[config.mk]
export PLATFORM = sky130hd
export DESIGN_NAME = mac_dot_sequencer
export DESIGN_NICKNAME = d
export VERILOG_FILES = /design/src/rtl/mac_pkg.sv /design/src/rtl/lane_acc_bank.sv /design/src/rtl/mac_dot_sequencer.sv
export SDC_FILE = /design/constraint.sdc
export NUM_CORES = 1
export LEC_CHECK = 0
export ABC_AREA = 1
export CAP_MARGIN = 15
export CORE_ASPECT_RATIO = 0.75
export CORE_MARGIN = 2
export CORE_UTILIZATION = 50
export CTS_BUF_LIST = sky130_fd_sc_hd__clkbuf_8
export DETAILED_ROUTE_END_ITERATION = 12
export GPL_TIMING_DRIVEN = 0
export MAX_ROUTING_LAYER = met4
export PLACE_DENSITY = 0.75
export REMOVE_ABC_BUFFERS = 1
export SETUP_SLACK_MARGIN = 0.4
export SLEW_MARGIN = 20
export SYNTH_ARGS = -nofsm -noshare
export SYNTH_HDL_FRONTEND = slang
export SYNTH_SLANG_ARGS = --single-unit
[constraint.sdc]
create_clock -name clk -period 27.7 [get_ports clk]
set_clock_uncertainty 0.05 [all_clocks]
set_input_delay 4.155 -clock clk [delete_from_list [all_inputs] [get_ports clk]]
set_output_delay 4.155 -clock clk [all_outputs]
set_load 0.02 [all_outputs]
[src/rtl/mac_pkg.sv]
// Shared types and widths for the MAC dot-product sequencer and its lane bank.
package mac_pkg;

  localparam int MAC_LAT = 3;
  localparam int ACC_W   = 32;
  localparam int OP_W    = 8;

  typedef enum logic [2:0] {
    IDLE,
    STREAM,
    DRAIN,
    REDUCE,
    DONE
  } seq_state_t;

endpackage

[src/rtl/lane_acc_bank.sv]
// Interleaved partial accumulators with per-lane in-flight flags.
// Each lane is written when its MAC result returns, and it can be read by index.
module lane_acc_bank
  import mac_pkg::*;
#(
  parameter int LANES = 4,
  parameter int IDX_W = $clog2(LANES)
) (
  input  logic             clk,
  input  logic             rst,
  input  logic             i_clear,
  input  logic             i_set_busy,
  input  logic [IDX_W-1:0] i_set_idx,
  input  logic             i_ret_valid,
  input  logic [IDX_W-1:0] i_ret_idx,
  input  logic [ACC_W-1:0] i_ret_data,
  input  logic [IDX_W-1:0] i_rd_idx,
  output logic [ACC_W-1:0] o_rd_data,
  output logic [LANES-1:0] o_busy
);

  logic [ACC_W-1:0] r_partial [LANES];
  logic [LANES-1:0] r_busy;
  logic [LANES-1:0] w_set_mask;
  logic [LANES-1:0] w_ret_mask;

  assign w_set_mask = i_set_busy  ? (LANES'(1) << i_set_idx) : '0;
  assign w_ret_mask = i_ret_valid ? (LANES'(1) << i_ret_idx) : '0;

  always_ff @(posedge clk or posedge rst) begin
    if (rst) begin
      for (int i = 0; i < LANES; i++) r_partial[i] <= '0;
      r_busy <= '0;
    end else if (i_clear) begin
      for (int i = 0; i < LANES; i++) r_partial[i] <= '0;
      r_busy <= '0;
    end else begin
      if (i_ret_valid) r_partial[i_ret_idx] <= i_ret_data;
      // Set and clear never target the same lane: an issue needs the lane idle, a return needs it busy.
      r_busy <= (r_busy | w_set_mask) & ~w_ret_mask;
    end
  end

  assign o_rd_data = r_partial[i_rd_idx];
  assign o_busy    = r_busy;

endmodule

[src/rtl/mac_dot_sequencer.sv]
// Streams N operand pairs into a 3-stage MAC, interleaving accumulator feedback
// across LANES partials, then reduces the partials into one 32-bit result.
//
// state  | meaning
// IDLE   | waiting for a command; cmd_ready high
// STREAM | issuing operand pairs to the MAC
// DRAIN  | waiting for the remaining MAC returns
// REDUCE | summing the lane partials, one lane per cycle
// DONE   | result held until res_ready
module mac_dot_sequencer
  import mac_pkg::*;
#(
  parameter int LEN_W = 16,
  parameter int LANES = 4
) (
  input  logic               clk,
  input  logic               rst,
  input  logic               cmd_valid,
  output logic               cmd_ready,
  input  logic [LEN_W-1:0]   cmd_len,
  input  logic               op_valid,
  output logic               op_ready,
  input  logic [OP_W-1:0]    op_a,
  input  logic [OP_W-1:0]    op_b,
  output logic               mac_in_valid,
  output logic [OP_W-1:0]    mac_a,
  output logic [OP_W-1:0]    mac_b,
  output logic [ACC_W-1:0]   mac_acc,
  input  logic               mac_out_valid,
  input  logic [ACC_W-1:0]   mac_y,
  output logic               res_valid,
  input  logic               res_ready,
  output logic [ACC_W-1:0]   res_data,
  output logic               busy
);

  localparam int IDX_W = $clog2(LANES);
  localparam logic [IDX_W-1:0] LAST_LANE = IDX_W'(LANES - 1);

  seq_state_t r_state;
  seq_state_t w_next;

  logic [LEN_W-1:0] r_len;
  logic [LEN_W-1:0] r_issued;
  logic [LEN_W-1:0] r_returned;
  logic [IDX_W-1:0] r_iss_ptr;
  logic [IDX_W-1:0] r_ret_ptr;
  logic [IDX_W-1:0] r_red_idx;

  logic             r_mac_in_valid;
  logic [OP_W-1:0]  r_mac_a;
  logic [OP_W-1:0]  r_mac_b;
  logic [ACC_W-1:0] r_mac_acc;
  logic [ACC_W-1:0] r_res_data;

  logic             w_cmd_hs;
  logic             w_op_hs;
  logic             w_op_ready;
  logic             w_ret;
  logic [LANES-1:0] w_busy;
  logic [IDX_W-1:0] w_rd_idx;
  logic [ACC_W-1:0] w_rd_data;

  lane_acc_bank #(
    .LANES (LANES),
    .IDX_W (IDX_W)
  ) u_bank (
    .clk         (clk),
    .rst         (rst),
    .i_clear     (w_cmd_hs),
    .i_set_busy  (w_op_hs),
    .i_set_idx   (r_iss_ptr),
    .i_ret_valid (w_ret),
    .i_ret_idx   (r_ret_ptr),
    .i_ret_data  (mac_y),
    .i_rd_idx    (w_rd_idx),
    .o_rd_data   (w_rd_data),
    .o_busy      (w_busy)
  );

  assign w_op_ready = (r_state == STREAM) && !w_busy[r_iss_ptr] && (r_issued < r_len);
  // Returns arriving with no lane outstanding (e.g. noise after a reset) are dropped.
  assign w_ret      = mac_out_valid && w_busy[r_ret_ptr];
  assign w_rd_idx   = (r_state == REDUCE) ? r_red_idx : r_iss_ptr;

  always_comb begin
    w_next   = r_state;
    w_cmd_hs = 1'b0;
    w_op_hs  = 1'b0;
    case (r_state)
      IDLE: begin
        if (cmd_valid) begin
          w_cmd_hs = 1'b1;
          w_next   = (cmd_len == '0) ? REDUCE : STREAM;
        end
      end
      STREAM: begin
        w_op_hs = op_valid && w_op_ready;
        if (r_issued == r_len) w_next = DRAIN;
      end
      DRAIN:   if (r_returned == r_len) w_next = REDUCE;
      REDUCE:  if (r_red_idx == LAST_LANE) w_next = DONE;
      DONE:    if (res_ready) w_next = IDLE;
      default: w_next = IDLE;
    endcase
  end

  always_ff @(posedge clk or posedge rst) begin
    if (rst) begin
      r_state        <= IDLE;
      r_len          <= '0;
      r_issued       <= '0;
      r_returned     <= '0;
      r_iss_ptr      <= '0;
      r_ret_ptr      <= '0;
      r_red_idx      <= '0;
      r_mac_in_valid <= 1'b0;
      r_mac_a        <= '0;
      r_mac_b        <= '0;
      r_mac_acc      <= '0;
      r_res_data     <= '0;
    end else begin
      r_state        <= w_next;
      r_mac_in_valid <= w_op_hs;
      if (w_op_hs) begin
        r_mac_a   <= op_a;
        r_mac_b   <= op_b;
        r_mac_acc <= w_rd_data;
        r_issued  <= r_issued + LEN_W'(1);
        r_iss_ptr <= (r_iss_ptr == LAST_LANE) ? '0 : r_iss_ptr + IDX_W'(1);
      end
      if (w_ret) begin
        r_returned <= r_returned + LEN_W'(1);
        r_ret_ptr  <= (r_ret_ptr == LAST_LANE) ? '0 : r_ret_ptr + IDX_W'(1);
      end
      if (r_state == REDUCE) begin
        r_res_data <= r_res_data + w_rd_data;
        r_red_idx  <= (r_red_idx == LAST_LANE) ? '0 : r_red_idx + IDX_W'(1);
      end
      if (w_cmd_hs) begin
        r_len      <= cmd_len;
        r_issued   <= '0;
        r_returned <= '0;
        r_iss_ptr  <= '0;
        r_ret_ptr  <= '0;
        r_red_idx  <= '0;
        r_res_data <= '0;
      end
    end
  end

  assign cmd_ready    = (r_state == IDLE);
  assign busy         = (r_state != IDLE);
  assign res_valid    = (r_state == DONE);
  assign op_ready     = w_op_ready;
  assign mac_in_valid = r_mac_in_valid;
  assign mac_a        = r_mac_a;
  assign mac_b        = r_mac_b;
  assign mac_acc      = r_mac_acc;
  assign res_data     = r_res_data;

endmodule

==> PnR_summary.wiki, run 1 <==
{| class="wikitable"
! Metric !! Value
|-
| Detail Route met3 WL || 3.20 mm
|-
| Worst Setup SP || r_len[15]
|-
| PortBufs || 154
|-
| Final weighted congestion of routability-driven global placement || 0.913
|-
| Run status || finished, final reports clean
|-
| Filler cells || 2569
|-
| Metal1 wirelength || 19.9 mm
|-
| Maximum frequency from static timing analysis || 143 MHz
|-
| Worst-Skew Late Latency || 0.60 ns
|-
| Post-detailed-routing wire length || 41.3 mm
|-
| Critical Path End Type || output port
|-
| Post-route DRC violation count || 0
|-
| Post-DR wirelength/cell || 16.8 um
|-
| Async set-or-reset flop fraction in the synthesized netlist || 1.00
|-
| Num ports || 155
|-
| Total number of vias || 13400
|-
| Longest Clk Path Bufs || 3
|-
| Largest driver fanout on the critical path || 6
|-
| Series of cell instances along the critical path || inv_1, ha_1, a21o_1, nor3_1, nand2_1, nor2_4, nand2_1, inv_1, clkdlybuf4s50_1
|-
| Category of the most critical setup path || flip-flop to output port
|-
| Final hold slack || 0.426 ns
|-
| Diode count || 0
|-
| Cell area after synthesis || 0.0150 mm^2
|-
| Full die area || 0.0314 mm^2
|-
| Vias in the first global route || 12500
|-
| Reg2Reg Setup Slack || 23.13 ns
|-
| RSZ-0062 raised after global routing || false
|-
| Largest net degree at the start of global routing || 129
|-
| Worst stage delay on the critical path || 0.61 ns
|-
| Total CTS buffers || 44
|-
| Final period demand of the worst path || 6.98 ns
|-
| Kind of path behind the tightest hold check || flip-flop to flip-flop
|-
| Buffer cell driving the clock tree root || sky130_fd_sc_hd__clkbuf_8
|-
| Total buffers and inverters traversed by the critical path || 3
|-
| Die width || 204 um
|-
| Global-route usage over all layers || 0.272
|-
| Initial antenna violation count || 0
|-
| Global-route congestion overflow total || 0
|-
| Cell type of the slowest stage on the worst timing path || sky130_fd_sc_hd__clkdlybuf4s50_1
|-
| Number of clock sinks || 270
|-
| Level count of the clock H-tree || 2
|-
| Top routing layer in use || met4
|-
| Primary flip-flop cell chosen by synthesis mapping || sky130_fd_sc_hd__dfrtp_1
|-
| Count of cells along the worst register-to-register path || 17
|-
| Row cnt || 54
|-
| Final Hold Violating Endpoints || 0
|-
| Static Leakage || 0.00883 uW
|-
| Count of final setup violators || 0
|-
| Synth cell types || 44
|-
| Data required time at the worst endpoint || 23.50 ns
|-
| Hold_sp || mac_a[5]
|-
| Slew Limit Fails || 0
|-
| First-pass DRT Iterations || 5
|-
| Pwr Density || 129 mW/mm^2
|-
| Count of flip-flops with a built-in enable after synthesis || 0
|-
| Met2 routed WL || 17.3 mm
|-
| Top library cells by usage in the layout, fill and taps aside || sky130_fd_sc_hd__nand2_1 (564), sky130_fd_sc_hd__dfrtp_1 (270), sky130_fd_sc_hd__inv_1 (213), sky130_fd_sc_hd__clkdlybuf4s50_1 (154), sky130_fd_sc_hd__nand3_1 (148)
|-
| Fraction of layout cells with a size suffix above 1 || 0.0690
|-
| Setup bufs post-CTS || 0
|-
| Most frequent standard cell in the layout excluding fill and tap cells || sky130_fd_sc_hd__nand2_1
|-
| Post-Synthesis Cells || 1924
|-
| Worst VDD drop || 0.0779 mV
|-
| Die outline height || 154 um
|-
| Yosys warning count || 0
|-
| DRT antenna net count || 0
|-
| FF+latch count, synth || 270
|-
| Worst hold path depth || 2
|-
| Starting DRC count in detailed routing || 1177
|-
| Synthesis-to-finish area growth || 18.0%
|-
| Worst slew slack as a fraction of its limit || 0.302
|-
| Clock transition time at the flip-flop clock pins of the worst setup and hold paths || 0.06 ns
|-
| Std-Cell Core Area || 0.0293 mm^2
|-
| # nets final || 2183
|-
| First-pass GRT wire length || 65.9 mm
|-
| Arrival time at the worst endpoint || 2.77 ns
|-
| Pin slew with the least headroom to its limit || 1.05 ns
|-
| Starting density of the core || 0.512
|-
| Cell family contributing the most delay on the critical path || buffers and inverters
|-
| Gates resized, CTS repair || 0
|-
| Fraction of the cycle the final worst path needs || 0.252
|-
| TritonCTS clock tree || built
|-
| Hold_buf cts || 0
|-
| Syn Area/Cell || 7.79 um^2
|-
| Reg-to-reg critical path startpoint || r_state[0]
|-
| Total negative slack for setup checks || 0 ns
|-
| DP Wirelength || 28.8 mm
|-
| Type of origin of the critical path || flip-flop
|-
| Vias per std cell || 5.45
|-
| Worst path depth || 9
|-
| Portion of the post-synthesis area used by sequential elements || 0.451
|-
| Max Cap Viol || 0
|}
-- path summary, 6_finish.rpt --
| path | end |
|---|---|
| min reg2reg | mac_a[5] |
| max in group asynchronous | res_data[28] |
| min in group asynchronous | r_returned[7] |
| max reg2reg | res_data[25] |
| max | op_ready |
| min | mac_a[5] |
-- registers in the layout, indices dropped and copies added, names as in the netlist --
name,count
r_issued,16
r_returned,16
r_red_idx,2
r_ret_ptr,2
res_data,32
mac_in_valid,1
u_bank.r_partial,128
mac_a,8
mac_b,8
r_len,16
u_bank.o_busy,4
mac_acc,32
r_state,3
r_iss_ptr,2
-- synth_stat cells (5+ instances only) --
library cell	n	area (um^2)
sky130_fd_sc_hd__nand4_1	15	93.8
sky130_fd_sc_hd__o21bai_1	8	60.1
sky130_fd_sc_hd__ha_1	65	813
sky130_fd_sc_hd__nand2_2	5	31.3
sky130_fd_sc_hd__a21oi_1	81	405
sky130_fd_sc_hd__dfrtp_1	270	6760
sky130_fd_sc_hd__inv_2	9	33.8
sky130_fd_sc_hd__xnor2_1	14	123
sky130_fd_sc_hd__nor2_1	88	330
sky130_fd_sc_hd__inv_1	202	758
sky130_fd_sc_hd__clkbuf_1	30	113
sky130_fd_sc_hd__a22oi_1	5	37.5
sky130_fd_sc_hd__or2_2	5	31.3
sky130_fd_sc_hd__nor4_1	5	31.3
sky130_fd_sc_hd__xor2_1	16	140
sky130_fd_sc_hd__nand2_1	570	2140
sky130_fd_sc_hd__buf_6	6	67.6
sky130_fd_sc_hd__buf_2	41	205
sky130_fd_sc_hd__o21ai_1	63	315
sky130_fd_sc_hd__o21ai_0	115	576
sky130_fd_sc_hd__a21oi_2	40	350
sky130_fd_sc_hd__nand3_1	149	746
sky130_fd_sc_hd__nor3_1	20	100
sky130_fd_sc_hd__o22ai_1	64	400
-- per-stage QoR --
| step | cells | instance area [um^2] | power, uW | util | worst slack [ns] |
|---|---|---|---|---|---|
| final | 2465 | 17700 | 2280 | 0.605 | 20.72 |
| after global routing | 2465 | 17700 | 2470 | 0.605 | 20.58 |
| after detailed placement | 2393 | 16900 | 1930 | 0.576 | 20.61 |
| after floorplan | 1839 | 14500 | 1470 | - | 16.06 |
| after global placement | 2385 | 16600 | 1870 | 0.567 | 12.72 |
| after CTS | 2465 | 17700 | 2270 | 0.605 | 20.67 |
-- final cells by class --
cell class,instances,area [um^2],share of cell area
clock buffers,53,729,0.0412
inverters,211,805,0.0455
flip-flops and latches,270,6760,0.382
well taps,392,490,0.0277
repair buffers,162,1740,0.0985
clock inverters,19,101,0.00573
multi-input cells,1358,7060,0.399
-- cell families (layout without fill, tap and decap cells) --
family | count (synthesis) | after routing | synth area share
AND/OR/NAND/NOR | 868 | 868 | 0.241
AO/OA/AOI/OAI | 394 | 394 | 0.153
buffers and inverters | 296 | 445 | 0.0821
flip-flops | 270 | 270 | 0.451
adder cells (fa/ha/maj) | 66 | 66 | 0.0556
XOR/XNOR | 30 | 30 | 0.0175
-- worst register-to-register path, stage by stage (launching register included) --
cell and delay, ns:
sky130_fd_sc_hd__dfrtp_1 0.50, sky130_fd_sc_hd__nand2_2 0.12, sky130_fd_sc_hd__nor2_4 0.54, sky130_fd_sc_hd__nand2_2 0.29, sky130_fd_sc_hd__nand2_8 0.59, sky130_fd_sc_hd__a21oi_1 0.24, sky130_fd_sc_hd__a21oi_1 0.57, sky130_fd_sc_hd__ha_1 0.39
sky130_fd_sc_hd__nand2_1 0.12, sky130_fd_sc_hd__inv_1 0.05, sky130_fd_sc_hd__nand2_1 0.06, sky130_fd_sc_hd__nand3_1 0.08, sky130_fd_sc_hd__a21oi_1 0.36, sky130_fd_sc_hd__nor2_1 0.08, sky130_fd_sc_hd__nor2_1 0.17, sky130_fd_sc_hd__nand3_1 0.10
sky130_fd_sc_hd__nand3_1 0.09, sky130_fd_sc_hd__nand2_1 0.06
-- per-layer routing --
metal / global-route usage / vias to the layer above
met1: 0.402 / 6364
met3: 0.0526 / 62
met5: - / -
li1: - / 6556
met4: 0.0730 / 0
met2: 0.379 / 461
-- power by group --
group / total, uW / switching [uW] / internal [uW] / leakage, uW
Combinational: 1320 / 872 / 452 / 0.00475
Clock: 336 / 162 / 174 / 0.000479
Sequential: 623 / 89.8 / 533 / 0.00359
Total: 2280 / 1120 / 1160 / 0.00883
(Power assumes the default switching activity.)
==> inputs of run 2 (changes only) <==
Clock period 27.7 ns to 6.9 ns, I/O delays scaled along.
==> results of run 2 <==
The final DEF is identical to that of run 1. Status: finished, final reports clean.
Among the figures that moved: setup slack after placement 20.61 ns -> 2.42 ns; setup slack after layout 20.72 ns -> 2.33 ns; start point of the critical path r_len[15] -> r_state[0]; end point of the critical path op_ready -> res_data[25]; register-to-register setup slack 23.13 ns -> 2.33 ns; total power 2280 uW -> 9160 uW; worst IR drop on VDD 0.0779 mV -> 0.313 mV
==> inputs of run 3 (changes only) <==
Settings changed: PLACE_DENSITY 0.75 to 0.77.
Clock period 6.9 ns to 3.9 ns, I/O delays scaled along.
==> run 3 against run 2 <==
Fmax increased by 36%. Sequential share of layout area decreased by 1.5 points. Routed wire length increased by 7.0%. Sequential cell count unchanged. Worst hold slack improved by 0.0043 ns. Clock power increased by 83%. Non-clock buffer count increased by 37.
==> PnR_summary.wiki, run 3 (same netlist as run 1, synthesis figures left out) <==
{| class="wikitable"
! Metric !! Value
|-
| Die width || 204 um (unchanged)
|-
| PortBufs || 154 (unchanged)
|-
| DP Wirelength || 28.7 mm (-0.27%)
|-
| Synthesis-to-finish area growth || 22.8%
|-
| Largest driver fanout on the critical path || 32
|-
| TritonCTS clock tree || built
|-
| Buffer cell driving the clock tree root || sky130_fd_sc_hd__clkbuf_8
|-
| Data required time at the worst endpoint || 4.35 ns
|-
| Series of cell instances along the critical path || buf_4, nor2_4, nand2_8, nand2_8, o21ai_0, a21oi_1, a21oi_2, buf_4, buf_4, ha_1, nand2_1, inv_1, nand2_1, nand2_1, a21oi_1, nand2_1, a21oi_2, nand2_1, nand3_1, nand2_1
|-
| Worst VDD drop || 0.432 mV
|-
| Initial antenna violation count || 0 (unchanged)
|-
| RSZ-0062 raised after global routing || true
|-
| Pwr Density || 953 mW/mm^2
|-
| Arrival time at the worst endpoint || 3.80 ns
|-
| Post-DR wirelength/cell || 17.6 um (+5.0%)
|-
| Vias in the first global route || 13400 (+7.3%)
|-
| Diode count || 0 (unchanged)
|-
| Post-detailed-routing wire length || 44.2 mm (+7.0%)
|-
| Type of origin of the critical path || flip-flop
|-
| Register bank with the most flops || u_bank.r_partial
|-
| Worst stage delay on the critical path || 0.46 ns
|-
| Full die area || 0.0314 mm^2 (unchanged)
|-
| Run status || finished, final reports clean
|-
| Starting density of the core || 0.512 (unchanged)
|-
| Cell family contributing the most delay on the critical path || simple AND/OR/NAND/NOR gates
|-
| Post-placement worst setup slack || -0.494 ns
|-
| Starting DRC count in detailed routing || 1270 (+7.9%)
|-
| Reg-to-reg critical path startpoint || r_state[2]
|-
| Final Worst Setup Slack || 0.542 ns
|-
| Worst Setup SP || r_state[2]
|-
| Pin slew with the least headroom to its limit || 0.867 ns (-0.179 ns)
|-
| Vias per std cell || 5.58 (+2.3%)
|-
| Critical Path End Type || flip-flop
|-
| Global-route usage over all layers || 0.295 (+0.0233)
|-
| First-pass DRT Iterations || 5 (unchanged)
|-
| Post-route DRC violation count || 0 (unchanged)
|-
| Std-Cell Core Area || 0.0293 mm^2 (unchanged)
|-
| Category of the most critical setup path || flip-flop to flip-flop
|-
| First-pass GRT wire length || 70.9 mm (+7.5%)
|-
| Global-route congestion overflow total || 0 (unchanged)
|-
| Num ports || 155 (unchanged)
|-
| Die outline height || 154 um (unchanged)
|-
| Crit-path most repeated cell || sky130_fd_sc_hd__nand2_1
|-
| # nets final || 2227 (+2.0%)
|-
| Final hold slack || 0.430 ns (+0.00428 ns)
|-
| Total number of vias || 14000 (+4.3%)
|-
| Final Hold Violating Endpoints || 0 (unchanged)
|-
| Total buffers and inverters traversed by the critical path || 4
|-
| Cell type of the slowest stage on the worst timing path || sky130_fd_sc_hd__dfrtp_2
|-
| Number of clock sinks || 270 (unchanged)
|-
| Static Leakage || 0.00912 uW (+3.3%)
|-
| Final weighted congestion of routability-driven global placement || 0.913 (unchanged)
|-
| Hold_buf cts || 0 (unchanged)
|-
| Worst slew slack as a fraction of its limit || 0.420 (+0.118)
|-
| Slew Limit Fails || 0 (unchanged)
|-
| DRT antenna net count || 0 (unchanged)
|-
| Worst-Skew Late Latency || 0.60 ns (about the same)
|-
| Number of flip-flops under the largest register name || 128 (unchanged)
|-
| Fraction of the cycle the final worst path needs || 0.861
|-
| Max Cap Viol || 0 (unchanged)
|-
| Top library cells by usage in the layout, fill and taps aside || sky130_fd_sc_hd__nand2_1 (557), sky130_fd_sc_hd__dfrtp_1 (267), sky130_fd_sc_hd__inv_1 (216), sky130_fd_sc_hd__clkdlybuf4s50_1 (153), sky130_fd_sc_hd__nand3_1 (147)
|-
| Count of final setup violators || 0 (unchanged)
|-
| Final period demand of the worst path || 3.36 ns
|-
| Maximum frequency from static timing analysis || 298 MHz
|-
| Kind of path behind the tightest hold check || primary input to asynchronous set/reset pin
|-
| Total CTS buffers || 44 (unchanged)
|-
| Largest net degree at the start of global routing || 106 (-18%)
|-
| Fraction of layout cells with a size suffix above 1 || 0.103 (+0.0338)
|-
| Row cnt || 54 (unchanged)
|-
| Level count of the clock H-tree || 2 (unchanged)
|-
| Longest Clk Path Bufs || 3 (unchanged)
|-
| Clock transition time at the flip-flop clock pins of the worst setup and hold paths || 0.06 ns (about the same)
|-
| Most frequent standard cell in the layout excluding fill and tap cells || sky130_fd_sc_hd__nand2_1
|}
run 3: cell count changes in the layout (fill, tap and decap cells not counted), moves of 6 or more:
cell,delta
sky130_fd_sc_hd__buf_12,+7
sky130_fd_sc_hd__nand2_8,+6
sky130_fd_sc_hd__a21oi_4,+6
sky130_fd_sc_hd__buf_4,+29
sky130_fd_sc_hd__nand2_1,-7
sky130_fd_sc_hd__a21oi_1,-11
run 3: repair_timing:
action                                  CTS  global route
endpoints found under the setup margin   31            27
gates cloned                              7             0
gates resized for setup                  14            43
pin swaps                                 7            15
setup buffers                            16            22
run 3: routing by layer:
| metal | global-route usage | wire, um | vias up |
|---|---|---|---|
| li1 | - | - | 6667 |
| met1 | 0.417 | 19900 | 6706 |
| met2 | 0.419 | 18900 | 578 |
| met3 | 0.0636 | 4370 | 69 |
| met4 | 0.0998 | 1150 | 0 |
| met5 | - | 0 | - |
run 3: path summary, 6_finish.rpt:
kind | to | slack (ns) | depth (start not counted)
hold reg to reg | mac_b[4] | 0.43 | 2
setup reg to reg | res_data[31] | 0.54 | 20
max in group asynchronous | mac_acc[27] | 2.06 | 4
min in group clk | mac_b[4] | 0.43 | 2
hold / removal | r_returned[5] | 0.43 | 2
setup / recovery | res_data[31] | 0.54 | 20
run 3: cell type report:
cell class              instances  area (um^2)
clock buffers                  56          771
clock inverters                19          101
fillers                      2425        10900
inverters                     211          810
multi-input cells            1365         7370
flip-flops and latches        270         6760
well taps                     392          490
repair buffers                199         2090
run 3: power breakdown:
group | total [uW] | switching, uW | internal (uW)
Sequential | 4440 | 650 | 3790
Clock | 2470 | 1180 | 1290
Combinational | 10600 | 6770 | 3860
Total | 17500 | 8600 | 8940
run 3: through the flow:
stage	utilization	total power [uW]	instance area (um^2)	TNS, ns	cells
after floorplan	-	10500	14500	-1137.73	1839
after global placement	0.567	13200	16600	-2258.13	2385
after detailed placement	0.575	13600	16800	-8.81	2392
after CTS	0.616	16700	18000	0	2490
after global routing	0.629	18900	18400	0	2512
final	0.629	17500	18400	0	2512
run 3: worst reg2reg max path, cell delays in order (launching register included):
cell and delay (ns):
sky130_fd_sc_hd__dfrtp_2 0.46, sky130_fd_sc_hd__buf_4 0.17, sky130_fd_sc_hd__nor2_4 0.20, sky130_fd_sc_hd__nand2_8 0.19
sky130_fd_sc_hd__nand2_8 0.27, sky130_fd_sc_hd__o21ai_0 0.12, sky130_fd_sc_hd__a21oi_1 0.16, sky130_fd_sc_hd__a21oi_2 0.04
sky130_fd_sc_hd__buf_4 0.16, sky130_fd_sc_hd__buf_4 0.14, sky130_fd_sc_hd__ha_1 0.27, sky130_fd_sc_hd__nand2_1 0.13
sky130_fd_sc_hd__inv_1 0.05, sky130_fd_sc_hd__nand2_1 0.06, sky130_fd_sc_hd__nand2_1 0.07, sky130_fd_sc_hd__a21oi_1 0.12
sky130_fd_sc_hd__nand2_1 0.15, sky130_fd_sc_hd__a21oi_2 0.27, sky130_fd_sc_hd__nand2_1 0.08, sky130_fd_sc_hd__nand3_1 0.07
sky130_fd_sc_hd__nand2_1 0.05
